<file path="src/rtl/serial_adder.sv">
// serial_adder: bit-serial WIDTH-bit unsigned adder.
// One sum/carry cell is reused once per clock, LSB first, and the carry is
// held in a flip-flop between bits. Operands are taken on a start handshake
// and the result is announced with a one-cycle done pulse.
// Optional feature: define SERIAL_ADDER_OVF_EN to add the signed-overflow
// output ovf. Without the macro the port and its logic are absent.
module serial_adder #(
   parameter int WIDTH = 8
) (
   input  logic             clk,
   input  logic             rst,
   input  logic             start,
   input  logic [WIDTH-1:0] a,
   input  logic [WIDTH-1:0] b,
   output logic             busy,
   output logic             done,
   output logic [WIDTH-1:0] sum,
   output logic             carry_out
`ifdef SERIAL_ADDER_OVF_EN
   ,
   output logic             ovf
`endif
);

   localparam int CW = (WIDTH > 2) ? $clog2(WIDTH) : 1;
   localparam logic [CW-1:0] LAST = CW'(WIDTH - 1);

   typedef enum logic {
      IDLE,
      ADD
   } state_t;

   state_t state;
   state_t state_next;

   logic [WIDTH-1:0] sa;
   logic [WIDTH-1:0] sb;
   logic [WIDTH-1:0] acc;
   logic [CW-1:0]    cnt;
   logic             c;

   logic             s_bit;
   logic             c_next;
   logic             accept;
   logic             last;

   // Single-bit full-adder cell on the current LSBs plus the registered carry,
   // and the handshake/terminal-count decodes used by both processes.
   always_comb begin
      s_bit  = sa[0] ^ sb[0] ^ c;
      c_next = (sa[0] & sb[0]) | (c & (sa[0] ^ sb[0]));
      accept = (state == IDLE) && start;
      last   = (state == ADD) && (cnt == LAST);
   end

   // State register; reset aborts any addition in progress.
   always_ff @(posedge clk or posedge rst) begin
      if (rst) begin
         state <= IDLE;
      end else begin
         state <= state_next;
      end
   end

   // Next-state logic: start is only looked at in IDLE, so requests made
   // while an addition runs are dropped rather than queued.
   always_comb begin
      state_next = state;
      case (state)
         IDLE: if (start) state_next = ADD;
         ADD:  if (last)  state_next = IDLE;
         default: state_next = IDLE;
      endcase
   end

   // Datapath: capture operands on accept, then shift one bit per clock.
   // The visible result registers only change on the final bit, so they keep
   // the previous answer while a new addition is being worked out.
   always_ff @(posedge clk or posedge rst) begin
      if (rst) begin
         sa        <= '0;
         sb        <= '0;
         acc       <= '0;
         cnt       <= '0;
         c         <= 1'b0;
         busy      <= 1'b0;
         done      <= 1'b0;
         sum       <= '0;
         carry_out <= 1'b0;
`ifdef SERIAL_ADDER_OVF_EN
         ovf       <= 1'b0;
`endif
      end else begin
         done <= 1'b0;
         if (accept) begin
            sa   <= a;
            sb   <= b;
            c    <= 1'b0;
            cnt  <= '0;
            busy <= 1'b1;
         end else if (state == ADD) begin
            sa  <= sa >> 1;
            sb  <= sb >> 1;
            c   <= c_next;
            acc <= {s_bit, acc[WIDTH-1:1]};
            cnt <= cnt + 1'b1;
            if (last) begin
               sum       <= {s_bit, acc[WIDTH-1:1]};
               carry_out <= c_next;
               done      <= 1'b1;
               busy      <= 1'b0;
`ifdef SERIAL_ADDER_OVF_EN
               // On the last bit sa[0]/sb[0] hold the operand sign bits.
               ovf       <= (sa[0] == sb[0]) && (s_bit != sa[0]);
`endif
            end
         end
      end
   end

endmodule

</file>
<file path="config.mk">
export PLATFORM = sky130hd
export DESIGN_NAME = serial_adder
export DESIGN_NICKNAME = d
export VERILOG_FILES = /design/src/rtl/serial_adder.sv
export SDC_FILE = /design/constraint.sdc
export NUM_CORES = 1
export LEC_CHECK = 0
export CAP_MARGIN = 15
export CORE_UTILIZATION = 29
export CTS_BUF_LIST = sky130_fd_sc_hd__clkbuf_4 sky130_fd_sc_hd__clkbuf_8
export CTS_CLUSTER_DIAMETER = 60
export CTS_CLUSTER_SIZE = 30
export DETAILED_ROUTE_END_ITERATION = 16
export SKIP_CTS_REPAIR_TIMING = 1
export SYNTH_ARGS = -nofsm -noshare
export SYNTH_HDL_FRONTEND = slang
export SYNTH_SLANG_ARGS = --single-unit
export TNS_END_PERCENT = 100
</file>
<file path="constraint.sdc">
create_clock -name clk -period 2 [get_ports clk]
set_input_delay 0.4 -clock clk [delete_from_list [all_inputs] [get_ports clk]]
set_output_delay 0.4 -clock clk [all_outputs]
set_load 0.02 [all_outputs]
</file>
# Word-level counts from Yosys, hierarchy flattened
# Cells that the tools add are included.
# W data, S select, Z words.
# totals
elab_cells	43
regBits	40
input_bits	19
output_inout_bits	11
# classes
eq_ne	1
add_sub_neg	1
bitwise_logic	7
muxes	17
n_reduce_logical	7
# op_table
cell	n
$mux W8	4
$mux W1	10
$mux W3	2
$reduce_and A2 Y1	2
$reduce_bool A2 Y1	2
$add A3 B1 Y3 const B	1
$eq A3 B3 Y1 const B	1
$reduce_and A3 Y1	1
$and A1 B1 Y1	2
$logic_and A1 B1 Y1	2
$not A1 Y1	2
$pmux W1 S2	1
$xor A1 B1 Y1	2
$or A1 B1 Y1	1

# Depth between registers and ports, before layout
# Gate-level depths: netlist of run 1.
# depth
ltp_word	5
mapped_depth	4
depth_no_buf	4

# Worst setup path after synthesis of run 1
# No wires, ideal clock.
# synth_path
path_type	register -> register
startpoint	register cnt[0]
endpoint	register carry_out
t_required_ns	1.875
path_slack_ns	0.620
period_less_slack_ns	1.380
setup_time_ns	0.125
path_stages_with_launch	5
arrival_ns	1.255
n_path_buf	0
cell_sequence	dfrtp_1 > ha_1 > ha_1 > nand2_4 > mux2_4
# synth_via
elab_chain_cells	3
# synth_lines
element	line	text
start, declared	39	logic [CW-1:0] cnt;
start signal, assigned	106	cnt <= cnt + 1'b1;
$eq A3 B3 Y1	53	last = (state == ADD) && (cnt == LAST);
$logic_and A1 B1 Y1	53	
$reduce_and A3 Y1 (no source line)	-	
end signal, assigned	109	carry_out <= c_next;
end, declared	18	output logic carry_out
# Every way passes these cells.
# A chain may end at the register's enable or synchronous reset.

# Final worst setup path of run 1
# layout_path
startpoint	register carry_out
endpoint	output carry_out
# No word-level cell between the ends.

==> impl_metrics.py, run 1 <==
metrics = {
    "yosys": {
        "synth.largest_area_cell": "sky130_fd_sc_hd__dfrtp_1",
        "synthesis.area_sq_mm": 0.00168,
        "ys.flop_type": "sky130_fd_sc_hd__dfrtp_1",
        "postSynthRegisterBits": 39,
        "syn-num-nets": 151,
        "synthTopCellsByCount": "sky130_fd_sc_hd__dfrtp_1, sky130_fd_sc_hd__nand2_1, sky130_fd_sc_hd__mux2i_1, sky130_fd_sc_hd__o21ai_0, sky130_fd_sc_hd__mux2_4",
        "synth.most_common_cell": "sky130_fd_sc_hd__dfrtp_1",
        "ys_async_sr_fraction_pct": 100,
        "number_of_enable_flip_flop_cells_after_synthesis": 0,
        "syn_avg_cell_area_sq_um": 13.1,
        "ys_seq_area_share_pct": 58.2,
        "synth_warnings": 0,
        "top_post_synthesis_cells_by_area": "sky130_fd_sc_hd__dfrtp_1, sky130_fd_sc_hd__mux2i_1, sky130_fd_sc_hd__mux2_4",
        "postSynthCellCount": 128,
        "synth_cell_type_count": 18,
        "synth_top_area_share_pct": 58.2,
    },
    "power": {
        "static-leakage-power_uw": 0.00103,
        "power.density_cell_area_mw_per_mm2": 1460,
        "vdd_drop_max_mv": 0.562,
        "total_power_uw": 3200,
    },
    "global_route": {
        "global_route.overflow_total": 0,
        "track_usage_pct": 10.2,
        "grt_start_max_net_pins": 40,
        "first_global_vias": 1031,
        "grt_first_pass_wirelength_um": 4750,
        "antenna_found_initial": 0,
    },
    "final_layout": {
        "antenna-diode-count": 0,
        "area.growth.synth_to_final_pct": 30.2,
        "nNetsFinal": 183,
        "layout_cells_sized_above_1_pct": 18.0,
    },
    "setup_path": {
        "worstRegToRegCells": 4,
        "worstPathArrival_ns": 1.27,
        "critPathMaxStageDelay_ns": 0.62,
        "timing.critical_path.fanout_max": 2,
        "timing.critical_path.slowest_stage_cell": "sky130_fd_sc_hd__clkdlybuf4s50_1",
        "critPathRequiredTime_ns": 1.60,
        "setup.worst_path.start_class": "flip-flop",
        "critical-path-top-delay-family": "buffers and inverters",
        "ff2ff_setup_slack_ns": 0.52,
        "endpoint_kind": "output port",
        "critical_path.reg2reg.startpoint": "cnt[0]",
        "timing.critical_path.cells": "clkdlybuf4s50_1",
        "critical_path.n_buffers_inverters": 1,
        "timing_worst_setup_path_type": "flip-flop to output port",
        "critical_path.reg2reg.endpoint": "sum[6]",
    },
    "floorplan": {
        "die-height_um": 78.0,
        "row_count": 27,
        "die_footprint_sq_mm": 0.00609,
        "core-area_sq_mm": 0.00554,
        "die_w_um": 78.0,
        "starting_density_of_the_core_pct": 30.3,
        "io_pins": 30,
    },
    "drt": {
        "initialDrtViolationCount": 50,
        "route.detailed.wl_per_inst_um": 11.9,
        "drt_pass1_iterations": 4,
        "post-route-drc-count": 0,
        "dr_total_vias": 1004,
        "wl_um": 2770,
        "vias_per_cell": 4.31,
        "ant_nets": 0,
    },
    "sta": {
        "setup_viols_final": 0,
        "final.setup_skew_ns": 0.00651,
        "slew_headroom_pct": 63.4,
        "final-hold-violation-count": 0,
        "final_max_slew_viol_count": 0,
        "setup_repair_after_global_routing_missed_its_margin": "no",
        "achievable-frequency_mhz": 599,
        "timing.setup.tns_ns": 0,
        "minimum_clock_period_ns": 1.67,
        "period_share_pct": 83.4,
        "worst-slew-pin-transition_ns": 0.549,
    },
    "worst_hold_path": {
        "holdCritPathClass": "flip-flop to flip-flop",
        "worst_hold_endpoint": "sa[4]",
        "hp-start": "sa[5]",
        "hold_path_depth": 2,
    },
    "clock_tree": {
        "cts-buffers-inserted": 5,
        "clk_pin_slew_ns": 0.08,
        "cts_tree": "yes",
        "worstSkewPairLatency_ns": 0.29,
        "clk_root_buffer_cell": "sky130_fd_sc_hd__clkbuf_8",
        "cts.path.max_buffers": 2,
        "clock_tree_sinks": 39,
        "htree_levels": 2,
    },
    "run_status": {
        "run_status": "finished clean",
    },
    "job": {
        "drv.max_cap_violation_count": 0,
    },
    "place": {
        "io_buffer_count": 29,
        "gpl_wtd_cong": 0.680,
        "detailed_place_hpwl_um": 1910,
    },
}
-- worst max-delay path by stage --
stage | from | end | slack, ns | cells after the start
global route | busy | busy | 0.27 | 1
detailed placement | start | cnt[0] | 0.37 | 4
finish | carry_out | carry_out | 0.33 | 1
floorplan | cnt[0] | carry_out | 0.62 | 4
global placement | start | cnt[0] | 0.39 | 4
CTS | busy | busy | 0.32 | 1
-- power by group --
group	switching, uW	total [uW]	internal [uW]
clock network	281	778	498
logic	458	1080	621
registers	227	1340	1110
-- cell families after synthesis --
group                    share of synthesized area [%]
AO/OA/AOI/OAI                                     6.12
multiplexers                                      23.0
flip-flops                                        58.2
adder cells (fa/ha/maj)                           3.43
buffers and inverters                             3.36
AND/OR/NAND/NOR                                   5.90
-- layout by cell type (no fill, tap or decap), drive strengths merged --
cell type,instances
nor2,3
clkbuf,5
ha,3
mux2i,16
nand2,18
clkinvlp,1
buf,3
inv,3
bufinv,2
o21ai,16
mux2,17
fa,1
nand2b,2
dfrtp,39
a22o,2
a21oi,1
clkdlybuf4s50,29
-- registers in the layout, summed over array words and instances, names as in the netlist --
register,cells
cnt,3
sa,8
carry_out,1
sb,8
busy,1
sum,8
acc,7
state,1
done,1
c,1
-- per-layer routing --
layer,global-route usage [%],wire length [um],up-vias
li1,-,-,501
met1,13.2,1410,470
met2,15.8,1200,30
met3,3.60,142,3
met4,3.33,15,0
met5,0,0,-
-- through the flow --
stage	hold slack (ns)	area, sq um	setup slack (ns)	utilization (%)	std cells
2_1_floorplan	0.449	1680	0.620	-	128
3_3_place_gp	0.461	2050	0.390	36.9	225
3_5_place_dp	0.470	2050	0.371	36.9	225
4_1_cts	0.492	2180	0.320	39.4	233
5_1_grt	0.512	2180	0.266	39.4	233
6_report	0.483	2180	0.332	39.4	233
-- cell type report --
cell class,instances,area [sq um]
clock buffer,5,68.8
clock inverter,3,67.6
fill,534,3360
inverter,3,11.3
multi-input combinational,79,644
sequential,39,976
tap,72,90.1
timing repair buffer,32,325
No activity file was read; power rests on OpenSTA's default activity.
==> inputs of run 2 (changes only) <==
Clock period 2 ns to 1.52 ns, I/O delays scaled along.
==> run 2 against run 1 <==
  * Worst hold slack got worse by 0.11 ns
  * Critical path depth increased by 3
  * Power increased by 29%
  * Clock power increased by 13%
  * Highest routed layer unchanged
==> impl_metrics.py, run 2 (synthesis gave the netlist of run 1 again) <==
metrics = {
    "run_status": {
        "run_status": "finished clean",
    },
    "sta": {
        "achievable-frequency_mhz": 692,
        "slew_headroom_pct": 82.3,
        "setup_repair_after_global_routing_missed_its_margin": "no",
        "final_max_slew_viol_count": 0,
        "final.setup_skew_ns": 0.00867,
        "fin_hold_ws_ns": 0.369,
        "worst-slew-pin-transition_ns": 0.265,
        "period_share_pct": 95.1,
        "final-hold-violation-count": 0,
        "setup_viols_final": 0,
        "minimum_clock_period_ns": 1.45,
        "timing.setup.tns_ns": 0,
    },
    "final_layout": {
        "final_cell_count_no_fill": 236,
        "area.growth.synth_to_final_pct": 32.9,
        "layout_cells_sized_above_1_pct": 20.1,
        "leading_cell_type_in_the_layout_fill_and_taps_excluded": "sky130_fd_sc_hd__dfrtp_1",
        "antenna-diode-count": 0,
        "final_cell_mix": "sky130_fd_sc_hd__dfrtp_1, sky130_fd_sc_hd__clkdlybuf4s50_1, sky130_fd_sc_hd__nand2_1",
        "largest_registers": "sa (8), sb (8), sum (8)",
        "nNetsFinal": 186,
        "fin_util_pct": 40.2,
    },
    "drt": {
        "dr_total_vias": 1054,
        "vias_per_cell": 4.47,
        "ant_nets": 0,
        "route.detailed.wl_per_inst_um": 12.8,
        "post-route-drc-count": 0,
        "initialDrtViolationCount": 29,
        "drt_pass1_iterations": 2,
        "wl_um": 3020,
    },
    "place": {
        "io_buffer_count": 29,
        "gpl_wtd_cong": 0.688,
        "detailed_place_hpwl_um": 2080,
        "dp_cells": 227,
    },
    "setup_path": {
        "critical_path.reg2reg.endpoint": "sum[2]",
        "critical_path.reg2reg.startpoint": "cnt[0]",
        "timing.critical_path.slowest_stage_cell": "sky130_fd_sc_hd__dfrtp_1",
        "critical_path.n_buffers_inverters": 0,
        "timing.critical_path.fanout_max": 5,
        "timing.critical_path.cells": "ha_1 > ha_2 > nand2_2 > mux2_4",
        "critical-path-top-delay-family": "adder cells",
        "critPathMaxStageDelay_ns": 0.40,
        "worstPathArrival_ns": 1.62,
        "setup.worst_path.start_class": "flip-flop",
        "ff2ff_setup_slack_ns": 0.07,
        "endpoint_kind": "flip-flop",
        "worstRegToRegCells": 4,
        "timing_worst_setup_path_type": "flip-flop to flip-flop",
        "critPathRequiredTime_ns": 1.69,
    },
    "power": {
        "seqPwrFrac_pct": 42.1,
        "vdd_drop_max_mv": 0.606,
        "power.density_cell_area_mw_per_mm2": 1850,
        "power_report.internal_total_uw": 2830,
        "combinationalPowerShare_pct": 36.6,
        "swShare_pct": 31.4,
        "total_power_uw": 4120,
        "total_switching_power_uw": 1300,
        "clock_power_share_pct": 21.4,
        "static-leakage-power_uw": 0.00119,
    },
    "floorplan": {
        "die-height_um": 78.0,
        "row_count": 27,
        "io_pins": 30,
        "die_w_um": 78.0,
        "die_footprint_sq_mm": 0.00609,
        "starting_density_of_the_core_pct": 30.3,
        "core-area_sq_mm": 0.00554,
    },
    "clock_tree": {
        "cts_tree": "yes",
        "htree_levels": 2,
        "cts-buffers-inserted": 5,
        "clk_pin_slew_ns": 0.08,
        "clock_tree_sinks": 39,
        "cts.path.max_buffers": 2,
        "clk_root_buffer_cell": "sky130_fd_sc_hd__clkbuf_8",
        "worstSkewPairLatency_ns": 0.29,
    },
    "global_route": {
        "grt_start_max_net_pins": 40,
        "first_global_vias": 1060,
        "track_usage_pct": 10.9,
        "grt_first_pass_wirelength_um": 5080,
        "global_route.overflow_total": 0,
        "antenna_found_initial": 0,
    },
    "job": {
        "drv.max_cap_violation_count": 0,
    },
    "worst_hold_path": {
        "holdCritPathClass": "input pin to asynchronous set/reset pin",
    },
}
[run 2: cell types whose count changed in the layout (fill, tap and decap cells not counted), sizes merged]
cell / delta
bufinv: -1
clkbuf: +1
dlymetal6s2s: +11
clkdlybuf4s50: -11
clkinv: +1
clkinvlp: -1
buf: +2
nand2: +1
[run 2: per-layer routing]
| layer | share of wire, % | GRT usage, % | wire length, um | up-vias |
|---|---|---|---|---|
| met5 | 0 | 0 | 0 | - |
| met4 | 1.4 | 4.44 | 43 | 0 |
| met3 | 5.0 | 3.26 | 150 | 9 |
| met2 | 46 | 17.8 | 1380 | 31 |
| met1 | 48 | 13.5 | 1440 | 507 |
| li1 | - | - | - | 507 |
[run 2: power groups by stage]
stage	registers [uW]	logic, uW	clock network [uW]
2_1_floorplan	1830	937	0
3_3_place_gp	1730	1480	0
3_5_place_dp	1770	1530	0
4_1_cts	1750	1550	909
5_1_grt	1800	1640	967
6_report	1740	1510	881
[run 2: final cells by class]
cell class | instances | area (sq um)
Clock buffer | 6 | 82.6
Clock inverter | 2 | 35.0
Fill cell | 522 | 3310
Inverter | 3 | 11.3
Multi-Input combinational cell | 80 | 653
Sequential cell | 39 | 976
Tap cell | 72 | 90.1
Timing Repair Buffer | 34 | 380
[run 2: worst min-delay path, delay by kind of cell]
kind | cells | cell delay (ns)
buffers and inverters | 3 | 0.72
[run 2: metrics by stage]
step	cell area [sq um]	setup slack, ns
after global placement	2070	0.0372
final	2230	0.0747
after CTS	2190	-0.0696
after floorplan	1680	0.140
after detailed placement	2070	0.00986
after global routing	2230	0.0274
[run 2: worst max-delay path by stage]
| stage | startpoint | end | cells past startpoint | slack (ns) |
|---|---|---|---|---|
| floorplan | cnt[0] | carry_out | 4 | 0.14 |
| global placement | start | sa[0] | 4 | 0.04 |
| detailed placement | start | sb[5] | 4 | 0.01 |
| CTS | busy | busy | 1 | -0.07 |
| global route | cnt[0] | sum[3] | 4 | 0.03 |
| finish | cnt[0] | sum[2] | 4 | 0.07 |
==> inputs of run 3 (changes only) <==
--- a/config.mk
+++ b/config.mk
@@ -6,5 +6,5 @@
 export NUM_CORES = 1
 export LEC_CHECK = 0
-export CAP_MARGIN = 15
+export CAP_MARGIN = 25
 export CORE_UTILIZATION = 29
 export CTS_BUF_LIST = sky130_fd_sc_hd__clkbuf_4 sky130_fd_sc_hd__clkbuf_8
==> constraint.sdc (replaced) <==
create_clock -name clk -period 1.52 [get_ports clk]
set_input_delay 0.304 -clock clk [delete_from_list [all_inputs] [get_ports clk]]
set_output_delay 0.304 -clock clk [all_outputs]
set_load 0.05 [all_outputs]
==> run 3 against run 2 <==
  * Power is 9.5% higher
  * Via count decreased by 0.28%
  * Clock power fell by 23%
  * Die area stayed put
  * Final area up 1.5%
  * Core utilization is 0.59 points higher
  * Global-route usage down 0.36 points
  * Combinational power rose by 35%
  * Critical path type unchanged
  * Critical endpoint is now carry_out
  * Largest power group is now combinational cells
==> impl_metrics.py, run 3 (synthesis gave the netlist of run 1 again) <==
metrics = {
    "sta": {
        "setup_viols_final": 0,
        "period_share_pct": 95.3,
        "worst-slew-pin-transition_ns": 0.261,
        "final-hold-violation-count": 0,
        "final.setup.worst_slack_ns": 0.0721,
        "final_max_slew_viol_count": 0,
        "final.setup_skew_ns": 0.00584,
        "slew_headroom_pct": 82.6,
        "minimum_clock_period_ns": 1.45,
        "fin_hold_ws_ns": 0.368,
        "achievable-frequency_mhz": 691,
        "setup_repair_after_global_routing_missed_its_margin": "no",
    },
    "setup_path": {
        "timing.critical_path.slowest_stage_cell": "sky130_fd_sc_hd__dfrtp_1",
        "worstRegToRegCells": 4,
        "crit_start": "cnt[0]",
        "cpMostUsedCell": "sky130_fd_sc_hd__ha_1",
        "setup.worst_path.start_class": "flip-flop",
        "timing_worst_setup_path_type": "flip-flop to flip-flop",
        "critical_path.reg2reg.endpoint": "carry_out",
        "endpoint_kind": "flip-flop",
        "ff2ff_setup_slack_ns": 0.07,
        "critical_path.reg2reg.startpoint": "cnt[0]",
        "critPathMaxStageDelay_ns": 0.39,
        "capture_point_of_the_worst_path": "carry_out",
        "timing.critical_path.cells": "ha_1 > ha_1 > nand2_4 > mux2_4",
        "timing.critical_path.fanout_max": 10,
        "critPathRequiredTime_ns": 1.69,
        "worstPathArrival_ns": 1.62,
    },
    "drt": {
        "vias_per_cell": 4.49,
        "wl_um": 2980,
        "initialDrtViolationCount": 19,
        "drt_pass1_iterations": 2,
        "dr_total_vias": 1051,
        "route.detailed.wl_per_inst_um": 12.7,
        "post-route-drc-count": 0,
        "ant_nets": 0,
    },
    "final_layout": {
        "antenna-diode-count": 0,
        "final_cell_mix": "sky130_fd_sc_hd__dfrtp_1, sky130_fd_sc_hd__clkdlybuf4s50_1, sky130_fd_sc_hd__nand2_1",
        "layout_cells_sized_above_1_pct": 25.3,
        "postLayoutCellArea_sq_mm": 0.00226,
        "largest_registers": "sa (8), sb (8), sum (8)",
        "fin_util_pct": 40.8,
        "nNetsFinal": 184,
        "area.growth.synth_to_final_pct": 34.9,
        "leading_cell_type_in_the_layout_fill_and_taps_excluded": "sky130_fd_sc_hd__dfrtp_1",
    },
    "clock_tree": {
        "htree_levels": 2,
        "clock_tree_sinks": 39,
        "cts.path.max_buffers": 2,
        "cts_tree": "yes",
        "cts-buffers-inserted": 5,
        "clk_pin_slew_ns": 0.08,
        "clk_root_buffer_cell": "sky130_fd_sc_hd__clkbuf_8",
        "worstSkewPairLatency_ns": 0.29,
    },
    "power": {
        "power.density_cell_area_mw_per_mm2": 2000,
        "total_power_uw": 4520,
        "vdd_drop_max_mv": 0.730,
        "static-leakage-power_uw": 0.00108,
    },
    "floorplan": {
        "row_count": 27,
        "die_w_um": 78.0,
        "io_pins": 30,
        "die_footprint_sq_mm": 0.00609,
        "core-area_sq_mm": 0.00554,
        "die-height_um": 78.0,
        "starting_density_of_the_core_pct": 30.3,
    },
    "job": {
        "drv.max_cap_violation_count": 0,
    },
    "global_route": {
        "antenna_found_initial": 0,
        "grt_start_max_net_pins": 40,
        "global_route.overflow_total": 0,
        "grt_first_pass_wirelength_um": 4850,
        "track_usage_pct": 10.6,
        "first_global_vias": 1030,
    },
    "place": {
        "dpl_cell_area_sq_mm": 0.00218,
        "detailed_place_hpwl_um": 2130,
        "io_buffer_count": 29,
        "placement.setup.worst_slack_ns": -0.00515,
        "gpl_wtd_cong": 0.711,
    },
    "run_status": {
        "run_status": "finished clean",
    },
    "worst_hold_path": {
        "holdCritPathClass": "input pin to asynchronous set/reset pin",
    },
}
## run 3: how the worst min path moves through the flow
stage               slack (ns)     end   from  cells past startpoint
floorplan                 0.45   sa[0]  sa[1]                      2
global placement          0.46   sb[0]  sb[1]                      2
detailed placement        0.48   sa[4]  sa[5]                      2
CTS                       0.38  sum[3]    rst                      3
global route              0.40  sum[4]    rst                      3
finish                    0.37  sum[3]    rst                      3
## run 3: critical path: cells and delay by family (launching register included)
| kind | cells | cell delay (ns) |
|---|---|---|
| adders and majority gates | 2 | 0.44 |
| DFF | 1 | 0.39 |
| muxes | 1 | 0.32 |
| and+or+nand+nor | 1 | 0.19 |
## run 3: layout make-up
cell class                 count  area, sq um
sequential                    39          976
timing repair buffer          33          455
inverter                       3         11.3
tap                           72         90.1
fill                         546         3280
clock inverter                 3         15.0
clock buffer                   5         68.8
multi-input combinational     79          644
## run 3: through the flow
stage	std cells	TNS, ns
2_1_floorplan	128	0
3_3_place_gp	226	0
3_5_place_dp	226	-0.00814
4_1_cts	234	0
5_1_grt	234	0
6_report	234	0
## run 3: metal layers
metal	track usage, %	share of wire, %	up-vias	wire (um)
met4	5.00	1.3	0	39
li1	-	-	501	-
met1	12.8	45	514	1340
met5	0	0	-	0
met3	3.60	6.0	5	180
met2	16.9	48	31	1420
## run 3: power by group
| part | internal [uW] | switching (uW) | leakage [uW] |
|---|---|---|---|
| Sequential | 1470 | 333 | 0.000501 |
| Combinational | 1090 | 950 | 0.000534 |
| Clock | 314 | 362 | 0.0000477 |
| Total | 2870 | 1640 | 0.00108 |
